<file path="config.mk">
export PLATFORM = sky130hd
export DESIGN_NAME = trace_addr_feeder
export DESIGN_NICKNAME = d
export VERILOG_FILES = /design/src/rtl/trace_addr_feeder.sv
export SDC_FILE = /design/constraint.sdc
export NUM_CORES = 1
export LEC_CHECK = 0
export CAP_MARGIN = 40
export CORE_MARGIN = 5
export CORE_UTILIZATION = 52
export DETAILED_ROUTE_END_ITERATION = 7
export GPL_TIMING_DRIVEN = 0
export PLACE_DENSITY_LB_ADDON = 0.1
export REMOVE_ABC_BUFFERS = 1
export SYNTH_ARGS = -nofsm -noshare
export SYNTH_HDL_FRONTEND = slang
export SYNTH_HIERARCHICAL = 1
export SYNTH_SLANG_ARGS = --single-unit
</file>
<file path="constraint.sdc">
create_clock -name clk_41 -period 3.45 [get_ports clk_41]
set_clock_uncertainty 0.2 [all_clocks]
set_input_delay 0.69 -clock clk_41 [delete_from_list [all_inputs] [get_ports clk_41]]
set_output_delay 0.69 -clock clk_41 [all_outputs]
set_load 0.02 [all_outputs]
</file>
<file path="src/rtl/trace_addr_feeder.sv">
// Small synchronous FIFO with a flush input; the head is read combinationally from the read pointer.
// Latency: a write is visible at the head on the next cycle. Backpressure: full/empty flags; callers never push when full.
module fifo #(
  parameter int W     = 8,
  parameter int DEPTH = 4
) (
  input  logic         clk,
  input  logic         rst,
  input  logic         flush,
  input  logic         push_vld,
  input  logic [W-1:0] push_dat,
  input  logic         pop_rdy,
  output logic [W-1:0] head_dat,
  output logic         full,
  output logic         empty
);
  localparam int PW = $clog2(DEPTH);

  logic [W-1:0] mem [DEPTH];
  logic [PW:0]  wr_ptr;
  logic [PW:0]  rd_ptr;

  always_ff @(posedge clk) begin
    if (rst || flush) begin
      wr_ptr <= '0;
      rd_ptr <= '0;
    end else begin
      if (push_vld) wr_ptr <= wr_ptr + 1'b1;
      if (pop_rdy)  rd_ptr <= rd_ptr + 1'b1;
    end
  end

  always_ff @(posedge clk) begin
    if (push_vld) mem[wr_ptr[PW-1:0]] <= push_dat;
  end

  assign head_dat = mem[rd_ptr[PW-1:0]];
  assign empty    = (wr_ptr == rd_ptr);
  assign full     = (wr_ptr[PW] != rd_ptr[PW]) && (wr_ptr[PW-1:0] == rd_ptr[PW-1:0]);
endmodule

// Turns signed address deltas into absolute addresses for the sector cache and counts them per run.
// Latency: 1 cycle from delta accept to addr_valid_41 when the FIFO is empty; 1 address/cycle sustained.
// Backpressure: delta_ready_41 drops when the FIFO is full or LENGTH deltas were taken; adder_41 holds while not ready.
module trace_addr_feeder #(
  parameter int AW     = 31,
  parameter int DEPTH  = 4,
  parameter int LENGTH = 1500000
) (
  input  logic          clk_41,
  input  logic          rst_41,
  input  logic          start_41,
  input  logic [AW-1:0] delta_41,
  input  logic          delta_valid_41,
  output logic          delta_ready_41,
  output logic [AW-1:0] adder_41,
  output logic          addr_valid_41,
  input  logic          addr_ready_41,
  output logic [AW-1:0] issued_41,
  output logic          done_41
);
  typedef enum logic [1:0] {
    IDLE = 2'd0,
    RUN  = 2'd1,
    DONE = 2'd2
  } state_t;

  localparam logic [AW-1:0] LEN    = AW'(LENGTH);
  localparam logic [AW-1:0] LEN_M1 = AW'(LENGTH - 1);

  state_t        state;
  state_t        state_nxt;
  logic [AW-1:0] sum;
  logic [AW-1:0] new_sum;
  logic [AW-1:0] accepted;
  logic [AW-1:0] head_dat;
  logic          fifo_full;
  logic          fifo_empty;
  logic          push_vld;
  logic          pop_rdy;
  logic          last_pop;

  assign push_vld = delta_valid_41 && delta_ready_41;
  assign pop_rdy  = addr_valid_41 && addr_ready_41;
  assign last_pop = pop_rdy && (issued_41 == LEN_M1);
  // Delta and sum share one width, so plain addition is the sign-extended, wrapping sum.
  assign new_sum  = sum + delta_41;

  always_ff @(posedge clk_41) begin
    if (rst_41) state <= IDLE;
    else        state <= state_nxt;
  end

  always_comb begin
    state_nxt = state;
    unique case (state)
      IDLE:    if (start_41) state_nxt = RUN;
      RUN:     if (start_41) state_nxt = RUN;
               else if (last_pop) state_nxt = DONE;
      DONE:    if (start_41) state_nxt = RUN;
      default: state_nxt = IDLE;
    endcase
  end

  always_comb begin
    delta_ready_41 = 1'b0;
    addr_valid_41  = 1'b0;
    done_41        = 1'b0;
    adder_41       = '0;
    if (state == RUN) begin
      delta_ready_41 = !fifo_full && (accepted != LEN);
      addr_valid_41  = !fifo_empty;
      adder_41       = fifo_empty ? '0 : head_dat;
    end
    if (state == DONE) done_41 = 1'b1;
  end

  // A start pulse wins over any handshake in the same cycle: the run begins clean.
  always_ff @(posedge clk_41) begin
    if (rst_41 || start_41) begin
      sum       <= '0;
      accepted  <= '0;
      issued_41 <= '0;
    end else begin
      if (push_vld) begin
        sum      <= new_sum;
        accepted <= accepted + 1'b1;
      end
      if (pop_rdy) issued_41 <= issued_41 + 1'b1;
    end
  end

  fifo #(
    .W     (AW),
    .DEPTH (DEPTH)
  ) u_fifo (
    .clk      (clk_41),
    .rst      (rst_41),
    .flush    (start_41),
    .push_vld (push_vld),
    .push_dat (new_sum),
    .pop_rdy  (pop_rdy),
    .head_dat (head_dat),
    .full     (fifo_full),
    .empty    (fifo_empty)
  );
endmodule

</file>
==> results of run 1 <==
worst max-delay path, cell delays in order, from the launching register on:
cell	delay [ns]
dfxtp_1	0.33
xnor2_1	0.26
nor3b_4	0.31
nor3b_4	0.07
buf_4	0.17
buf_4	0.15
and2_1	0.15
clkdlybuf4s50_1	0.53
cell families after synthesis:
family,Yosys count
simple gates,376
flops,227
mux,36
xor+xnor,84
compound gates,153
fa+ha+maj,39
buf+inv,65
cells in the mapped netlist, drive strengths merged (4+ instances only):
cell type / instances
and2: 39
o21ai: 31
nor4: 12
ha: 38
nor2b: 4
o31ai: 4
a21o: 11
mux4: 31
nand3: 37
a211oi: 8
or4: 5
o211ai: 6
and3: 15
mux2i: 5
a21oi: 59
dfxtp: 103
or3: 16
or2: 4
buf: 17
edfxtp: 124
inv: 22
xnor2: 43
nand4: 20
nor3b: 5
nor3: 16
and4: 5
nand2: 91
nand2b: 8
clkbuf: 26
nor2: 92
xor2: 41
a31oi: 4
power groups by stage:
stage,Sequential [mW],Clock (mW),Combinational (mW)
global placement,2.97,0,0.345
detailed placement,2.97,0,0.367
global route,2.91,2.74,0.426
finish,2.91,2.55,0.387
floorplan,2.97,0,0.219
CTS,2.91,2.62,0.383
worst paths after layout:
path                                  startpoint             to  slack [ns]  cells past startpoint
worst max-delay path            u_fifo/wr_ptr[2]   adder_41[12]        0.07                      7
worst min-delay path                      sum[2]         sum[2]        0.26                      2
worst max register to register  u_fifo/wr_ptr[0]  issued_41[28]        0.27                     10
worst min register to register            sum[2]         sum[2]        0.26                      2
cell usage in the layout, fill, tap and decap left out, types with 6 or more instances in the layout:
cell type and count:
dlygate4sd2_1 21, mux4_2 30, a211oi_1 6, a21o_1 11
nand2b_1 8, a21oi_1 57, clkbuf_16 25, o21ai_1 6
nand3_1 37, inv_1 21, and2_1 35, nor3_1 15
edfxtp_1 124, and3_1 15, dlymetal6s2s_1 9, nor4_1 11
ha_1 38, nand4_1 20, o21ai_0 24, dfxtp_1 98
xor2_1 38, xnor2_1 39, buf_4 12, nor2_1 90
or3_1 16, clkdlybuf4s50_1 70, nand2_1 91
flip-flops by register name (all words and copies together) (netlist names), named ones only:
| signal | flops |
|---|---|
| accepted | 31 |
| sum | 31 |
| state | 2 |
| u_fifo/wr_ptr | 3 |
| issued_41 | 31 |
| u_fifo/mem | 124 |
| u_fifo/rd_ptr | 3 |
routing by layer:
| layer | global-route usage (%) | wire length (µm) | vias to the layer above |
|---|---|---|---|
| met5 | 0 | 0 | - |
| met3 | 3.199 | 1107 | 30 |
| met4 | 4.415 | 466 | 0 |
| met1 | 26.96 | 10840 | 3762 |
| li1 | - | - | 3797 |
| met2 | 34.67 | 11700 | 149 |
through the flow:
stage	setup TNS (ns)	hold slack [ns]	power, mW
4_1_cts	0	0.2625	5.910
3_3_place_gp	-573.97	0.2453	3.314
5_1_grt	-0.04361	0.2765	6.073
3_5_place_dp	-95.31	0.2542	3.335
6_report	0	0.2587	5.849
2_1_floorplan	-127.16	0.2400	3.184
area by class of cell:
type                    count  area (µm²)
clock inverters            13       122.6
inverters                  22       85.08
repair buffers            121        1281
clock buffers              31       668.1
flip-flops and latches    227        5794
well taps                 275       344.1
multi-input cells         689        5025
fillers                  1667        7502
repair_timing:
item / 4_1_cts / 5_1_grt
cloned: 1 / 0
pin swaps: 5 / 2
buffers inserted: 7 / 2
hold buffers: 0 / 0
endpoints found under the setup margin: 199 / 45
resized for setup: 42 / 24
==> results.sh, run 1 <==
export IMPL_post_route_min_period_ns=3.378
export IMPL_cp_max_fo=4
export IMPL_clkSlewWorstSetupHoldPaths_ns=0.06
export IMPL_fp_row_count=53
export IMPL_finish_instance_area_mm2=0.01332
export IMPL_max_cap_violations=0
export IMPL_synth_mux_area_share_pct=6.884
export IMPL_synth_edf_count=124
export IMPL_viasPerCell=5.615
export IMPL_cellPowerDensity_mw_per_mm2=439.1
export IMPL_antenna_found_initial=0
export IMPL_drc=0
export IMPL_clock_path_buffers=3
export IMPL_fin_crit_sh_pct=97.91
export IMPL_max_slew_margin_pct=45.33
export IMPL_drt_total_wl_um=24110
export IMPL_async_flop_share_pct=0
export IMPL_end_kind="primary output"
export IMPL_cts_sinks=227
export IMPL_grt_pass1_vias=7617
export IMPL_stdcell_count=1378
export IMPL_overflow=0
export IMPL_p_int_mw=4.572
export IMPL_fmax_mhz=296.0
export IMPL_yosysWarnings=6
export IMPL_start_util_pct=52.46
export IMPL_cts_buffers=24
export IMPL_gp_congestion=0.8698
export IMPL_yosysSeqAreaShare_pct=52.97
export IMPL_diodes=0
export IMPL_place_ws_ns=-1.034
export IMPL_finalHoldViolations=0
export IMPL_die_w_um=154.9
export IMPL_h_tree_depth=1
export IMPL_hold_path_class="reg2reg"
export IMPL_boundaryPins=101
export IMPL_placed_area_mm2=0.01228
export IMPL_pwr_share_seq_pct=49.7
export IMPL_ant_nets=0
export IMPL_dp_cells=1324
export IMPL_netlist_area_leader_share_pct=34.09
export IMPL_synth_distinct_cells=67
export IMPL_fin_ws_ns=0.07194
export IMPL_io_buffers=100
export IMPL_areaGrowthSynthToFinish_pct=21.95
export IMPL_syn_area_mm2=0.01092
export IMPL_yosysTopAreaCell="edfxtp_1"
export IMPL_syn_inst=980
export IMPL_cp_arrival_ns=2.49
export IMPL_nets=1160
export IMPL_tightest_slew_ns=0.8176
export IMPL_vias=7738
export IMPL_cts_tree="yes"
export IMPL_syn_area_per_cell_um2=11.15
export IMPL_gr_usage_all_layers_pct=20.09
export IMPL_irDropWorstVdd_mv=0.4223
export IMPL_ys_top_cells_by_area="edfxtp_1 (34%), dfxtp_1 (19%), mux4_2 (6.2%), ha_1 (4.4%), xnor2_1 (3.4%)"
export IMPL_first_iter_violations=444
export IMPL_synth_top_family_by_area="simple AND/OR/NAND/NOR gates"
export IMPL_final_util_pct=63.97
export IMPL_synth_compound_area_share_pct=8.809
export IMPL_p_comb_share_pct=6.6
export IMPL_die_h_um=154.9
export IMPL_power_leakage_nw=4.845
export IMPL_ys_seq_elements=227
export IMPL_dieArea_mm2=0.02400
export IMPL_root_buffer="clkbuf_16"
export IMPL_clkPwrFrac_pct=43.7
export IMPL_synth_adder_area_share_pct=4.536
export IMPL_switchingPower_mw=1.277
export IMPL_routedWlPerCell_um=17.49
export IMPL_dp_hpwl_um=16270
export IMPL_switching_share_pct=21.84
export IMPL_cp_required_ns=2.56
export IMPL_startpoint_type="register"
export IMPL_critical_path_class="reg2out"
export IMPL_clk_latency_ns=0.51
export IMPL_synth_xor_area_share_pct=6.735
export IMPL_core_area_mm2=0.02082
export IMPL_layout_drive_gt1_share_pct=12.24
export IMPL_grt_max_degree=52
export IMPL_status="completed"
export IMPL_grt_pass1_wl_um=39250
export IMPL_synth_simple_gate_area_share_pct=17.19
export IMPL_synthFlopType="edfxtp_1"
export IMPL_drt_pass1_iter_count=5
export IMPL_slew_viol_final=0
export IMPL_setup_viol=0
No activity file was read; power rests on OpenSTA's default activity.
==> inputs of run 2 (changes only) <==
--- a/config.mk
+++ b/config.mk
@@ -9,3 +9,3 @@
 export CORE_MARGIN = 5
-export CORE_UTILIZATION = 52
+export CORE_UTILIZATION = 45
 export DETAILED_ROUTE_END_ITERATION = 7
==> constraint.sdc (replaced) <==
create_clock -name clk_41 -period 3.45 [get_ports clk_41]
set_clock_uncertainty 0.2 [all_clocks]
set_input_delay 0.345 -clock clk_41 [delete_from_list [all_inputs] [get_ports clk_41]]
set_output_delay 0.345 -clock clk_41 [all_outputs]
set_load 0.02 [all_outputs]
==> results.sh, run 2 (synthesized netlist as in run 1, its figures left out) <==
export IMPL_status="completed"
export IMPL_clk_latency_ns=0.51
export IMPL_diodes=0
export IMPL_post_route_min_period_ns=3.356
export IMPL_gr_usage_all_layers_pct=17.66
export IMPL_drt_total_wl_um=24690
export IMPL_cellPowerDensity_mw_per_mm2=440.0
export IMPL_cpPeakStageDelay_ns=0.66
export IMPL_max_cap_violations=0
export IMPL_layout_commonest_cell="edfxtp_1"
export IMPL_gp_congestion=0.8491
export IMPL_startpoint_type="register"
export IMPL_clock_path_buffers=3
export IMPL_dieArea_mm2=0.02749
export IMPL_h_tree_depth=1
export IMPL_io_buffers=100
export IMPL_first_iter_violations=382
export IMPL_routedWlPerCell_um=17.30
export IMPL_boundaryPins=101
export IMPL_slew_viol_final=0
export IMPL_fin_crit_sh_pct=97.28
export IMPL_critical_path_class="reg2out"
export IMPL_irDropWorstVdd_mv=0.3844
export IMPL_core_area_mm2=0.02411
export IMPL_fp_row_count=57
export IMPL_layout_drive_gt1_share_pct=10.43
export IMPL_grt_pass1_vias=7633
export IMPL_top_layer_used="met4"
export IMPL_nets=1160
export IMPL_power_leakage_nw=4.554
export IMPL_root_buffer="clkbuf_16"
export IMPL_slowest_stage="or4_1"
export IMPL_largest_register_ffs=124
export IMPL_vias=7683
export IMPL_cts_sinks=227
export IMPL_cp_max_fo=4
export IMPL_final_cell_mix="edfxtp_1 (124), dfxtp_1 (101), clkdlybuf4s50_1 (100), nand2_1 (91), nor2_1 (90)"
export IMPL_cp_required_ns=2.90
export IMPL_setup_viol=0
export IMPL_die_w_um=165.8
export IMPL_crit_buf_inv=1
export IMPL_viasPerCell=5.384
export IMPL_drc=0
export IMPL_fin_ws_ns=0.09382
export IMPL_crit_chain="or4b_1, or4_1, o21a_1, clkdlybuf4s50_1"
export IMPL_overflow=0
export IMPL_tightest_slew_ns=0.6699
export IMPL_areaGrowthSynthToFinish_pct=21.48
export IMPL_grt_pass1_wl_um=40500
export IMPL_antenna_found_initial=0
export IMPL_fmax_mhz=298.0
export IMPL_place_ws_ns=-0.7126
export IMPL_hold_path_class="reg2reg"
export IMPL_ant_nets=0
export IMPL_cts_tree="yes"
export IMPL_end_kind="primary output"
export IMPL_cpLargestDelayFamily="simple AND/OR/NAND/NOR gates"
export IMPL_cts_buffers=25
export IMPL_hold_buffers=0
export IMPL_tns_ns=0
export IMPL_drt_pass1_iter_count=6
export IMPL_placed_area_mm2=0.01234
export IMPL_die_h_um=165.8
export IMPL_clkSlewWorstSetupHoldPaths_ns=0.06
export IMPL_final_util_pct=55.05
export IMPL_finalHoldViolations=0
export IMPL_cp_arrival_ns=2.81
export IMPL_start_util_pct=45.31
export IMPL_finish_instance_area_mm2=0.01327
export IMPL_dp_hpwl_um=16540
export IMPL_wl_met1_um=11680
export IMPL_dr_wl_met2_um=11360
export IMPL_grt_max_degree=72
export IMPL_met3WireLength_um=1189
export IMPL_max_slew_margin_pct=55.21
export IMPL_total_power_mw=5.838
## run 2: cell count changes in the layout (fill, tap and decap cells not counted), sizes merged
cell / delta
clkinvlp: -3
clkbuf: +3
dlymetal6s2s: -9
clkdlybuf4s50: +30
buf: -1
inv: -2
dlygate4sd2: -21
clkinv: +3
## run 2: cell type report
| cell class | instances | area [µm²] |
|---|---|---|
| Timing Repair Buffer | 120 | 1270 |
| Tap cell | 324 | 405.4 |
| Fill cell | 2133 | 10840 |
| Clock buffer | 34 | 669.4 |
| Multi-Input combinational cell | 689 | 4942 |
| Clock inverter | 11 | 108.9 |
| Inverter | 22 | 85.08 |
| Sequential cell | 227 | 5788 |
## run 2: final timing paths
check,start,end,slack (ns),depth (start not counted)
worst max-delay path,accepted[12],delta_ready_41,0.09,4
worst min-delay path,sum[12],sum[12],0.26,2
worst max register to register,sum[0],u_fifo/mem[1][28],0.18,10
worst min register to register,sum[12],sum[12],0.26,2
## run 2: what timing repair did
item	in CTS	in global routing
resized for setup	5	9
cloned	1	0
endpoints found under the setup margin	167	26
pin swaps	2	2
setup buffers	6	2
## run 2: worst reg2reg max path: stages (launching register included)
cell and delay (ns):
dfxtp_1 0.31, ha_1 0.23, fa_1 0.45, a211oi_2 0.28
o211ai_1 0.18, a41oi_2 0.37, o31ai_2 0.17, a31oi_1 0.29
nor2_1 0.16, a21oi_1 0.24, xnor2_2 0.13
## run 2: per-stage QoR
stage	instances	hold slack, ns
2_1_floorplan	937	0.2237
3_3_place_gp	1361	0.2462
3_5_place_dp	1373	0.2536
4_1_cts	1425	0.2621
5_1_grt	1427	0.2833
6_report	1427	0.2574
## run 2: layer usage
layer,track usage [%],up-vias
met3,3.618,32
met4,3.802,0
met5,0,-
met2,28.46,156
met1,24.95,3694
li1,-,3801
## run 2: where the power goes
group | internal, mW | switching (mW) | leakage (nW)
clock network | 1.51 | 1.04 | 0.382
logic | 0.156 | 0.227 | 2.22
registers | 2.90 | 0.0125 | 1.95
total | 4.56 | 1.28 | 4.55
==> inputs of run 3 (changes only) <==
- SKIP_LAST_GASP: default -> 1
==> results.sh, run 3 (synthesized netlist as in run 1, its figures left out) <==
export IMPL_status="completed"
export IMPL_setup_viol=0
export IMPL_end_kind="primary output"
export IMPL_max_slew_margin_pct=55.79
export IMPL_cellPowerDensity_mw_per_mm2=440.0
export IMPL_nets=1160
export IMPL_antenna_found_initial=0
export IMPL_fin_crit_sh_pct=97.29
export IMPL_tightest_slew_ns=0.6612
export IMPL_final_cell_mix="edfxtp_1 (124), dfxtp_1 (101), clkdlybuf4s50_1 (100), nand2_1 (91), nor2_1 (90)"
export IMPL_h_tree_depth=1
export IMPL_boundaryPins=101
export IMPL_start_util_pct=45.31
export IMPL_layout_commonest_cell="edfxtp_1"
export IMPL_core_area_mm2=0.02411
export IMPL_clkSlewWorstSetupHoldPaths_ns=0.06
export IMPL_vias=7662
export IMPL_cp_required_ns=2.90
export IMPL_dieArea_mm2=0.02749
export IMPL_drt_total_wl_um=24570
export IMPL_hold_buffers=0
export IMPL_die_w_um=165.8
export IMPL_cts_tree="yes"
export IMPL_diodes=0
export IMPL_areaGrowthSynthToFinish_pct=21.43
export IMPL_die_h_um=165.8
export IMPL_hold_path_class="reg2reg"
export IMPL_stdcell_count=1427
export IMPL_root_buffer="clkbuf_16"
export IMPL_hold_depth=2
export IMPL_viasPerCell=5.369
export IMPL_power_leakage_nw=4.551
export IMPL_cts_buffers=25
export IMPL_fmax_mhz=297.9
export IMPL_fin_hold_ws_ns=0.2574
export IMPL_startpoint_type="register"
export IMPL_crit_start="accepted[12]"
export IMPL_r2r_cells=10
export IMPL_first_iter_violations=398
export IMPL_cp_arrival_ns=2.81
export IMPL_cts_sinks=227
export IMPL_grt_pass1_vias=7633
export IMPL_largest_register_ffs=124
export IMPL_finalHoldViolations=0
export IMPL_fp_row_count=57
export IMPL_grt_pass1_wl_um=40500
export IMPL_io_buffers=100
export IMPL_slew_viol_final=0
export IMPL_clock_path_buffers=3
export IMPL_gp_congestion=0.8491
export IMPL_overflow=0
export IMPL_clk_latency_ns=0.51
export IMPL_critical_path_class="reg2out"
export IMPL_routedWlPerCell_um=17.22
export IMPL_dp_cells=1373
export IMPL_hp_start="sum[12]"
export IMPL_cp_max_fo=4
export IMPL_dp_hpwl_um=16540
export IMPL_r2r_start="sum[0]"
export IMPL_post_route_min_period_ns=3.356
export IMPL_grt_max_degree=72
export IMPL_drc=0
export IMPL_rsz0062_at_grt="yes"
export IMPL_final_util_pct=55.02
export IMPL_irDropWorstVdd_mv=0.3854
export IMPL_ant_nets=0
export IMPL_drt_pass1_iter_count=5
export IMPL_gr_usage_all_layers_pct=17.66
export IMPL_max_cap_violations=0
export IMPL_layout_drive_gt1_share_pct=10.34
## run 3: cell counts in the layout (fill, tap and decap cells not counted)
Identical to the previous run, type by type.
## run 3: area by class of cell
type / count / area, µm²
fillers: 2135 / 10840
clock buffers: 34 / 669.4
clock inverters: 11 / 108.9
flip-flops and latches: 227 / 5788
inverters: 22 / 85.08
well taps: 324 / 405.4
multi-input cells: 689 / 4937
repair buffers: 120 / 1270
## run 3: what timing repair did
item                                   in CTS  in global routing
setup endpoints to repair                 167                 26
pin swaps                                   2                  2
buffers inserted                            6                  2
resized for setup                           5                  8
gates cloned                                1                  0
endpoints found under the hold margin       0                  0
## run 3: critical path, cell delays in order (launching register included)
cell             delay (ns)
dfxtp_1                0.33
or4b_1                 0.51
or4_1                  0.66
o21a_1                 0.26
clkdlybuf4s50_1        0.54
## run 3: worst paths after layout
| kind | endpoint | slack [ns] |
|---|---|---|
| worst max register to register | u_fifo/mem[3][28] | 0.19 |
| worst min register to register | sum[12] | 0.26 |
| worst max-delay path | delta_ready_41 | 0.09 |
| worst min-delay path | sum[12] | 0.26 |
## run 3: where the power goes
| part | switching [mW] | leakage [nW] | total, mW | internal [mW] |
|---|---|---|---|---|
| clock network | 1.04 | 0.382 | 2.54 | 1.51 |
| logic | 0.226 | 2.22 | 0.382 | 0.156 |
| registers | 0.0125 | 1.95 | 2.91 | 2.90 |
| total | 1.28 | 4.55 | 5.84 | 4.56 |
## run 3: per-layer routing
metal | track usage, % | share of wire [%]
met5 | 0 | 0
met4 | 3.802 | 1.9
met3 | 3.618 | 5.2
met2 | 28.46 | 46
met1 | 24.95 | 47
## run 3: stage by stage
stage                     instance area, µm²   TNS, ns  power, mW  worst slack (ns)
final                                  13260         0      5.836           0.09351
after global routing                   13260  -0.04078      6.052          -0.01409
after CTS                              13200         0      5.912         0.0007394
after detailed placement               12340    -59.21      3.337           -0.7126
after global placement                 12100   -554.25      3.320            -2.992
after floorplan                        10690   -125.70      3.184           -0.9217
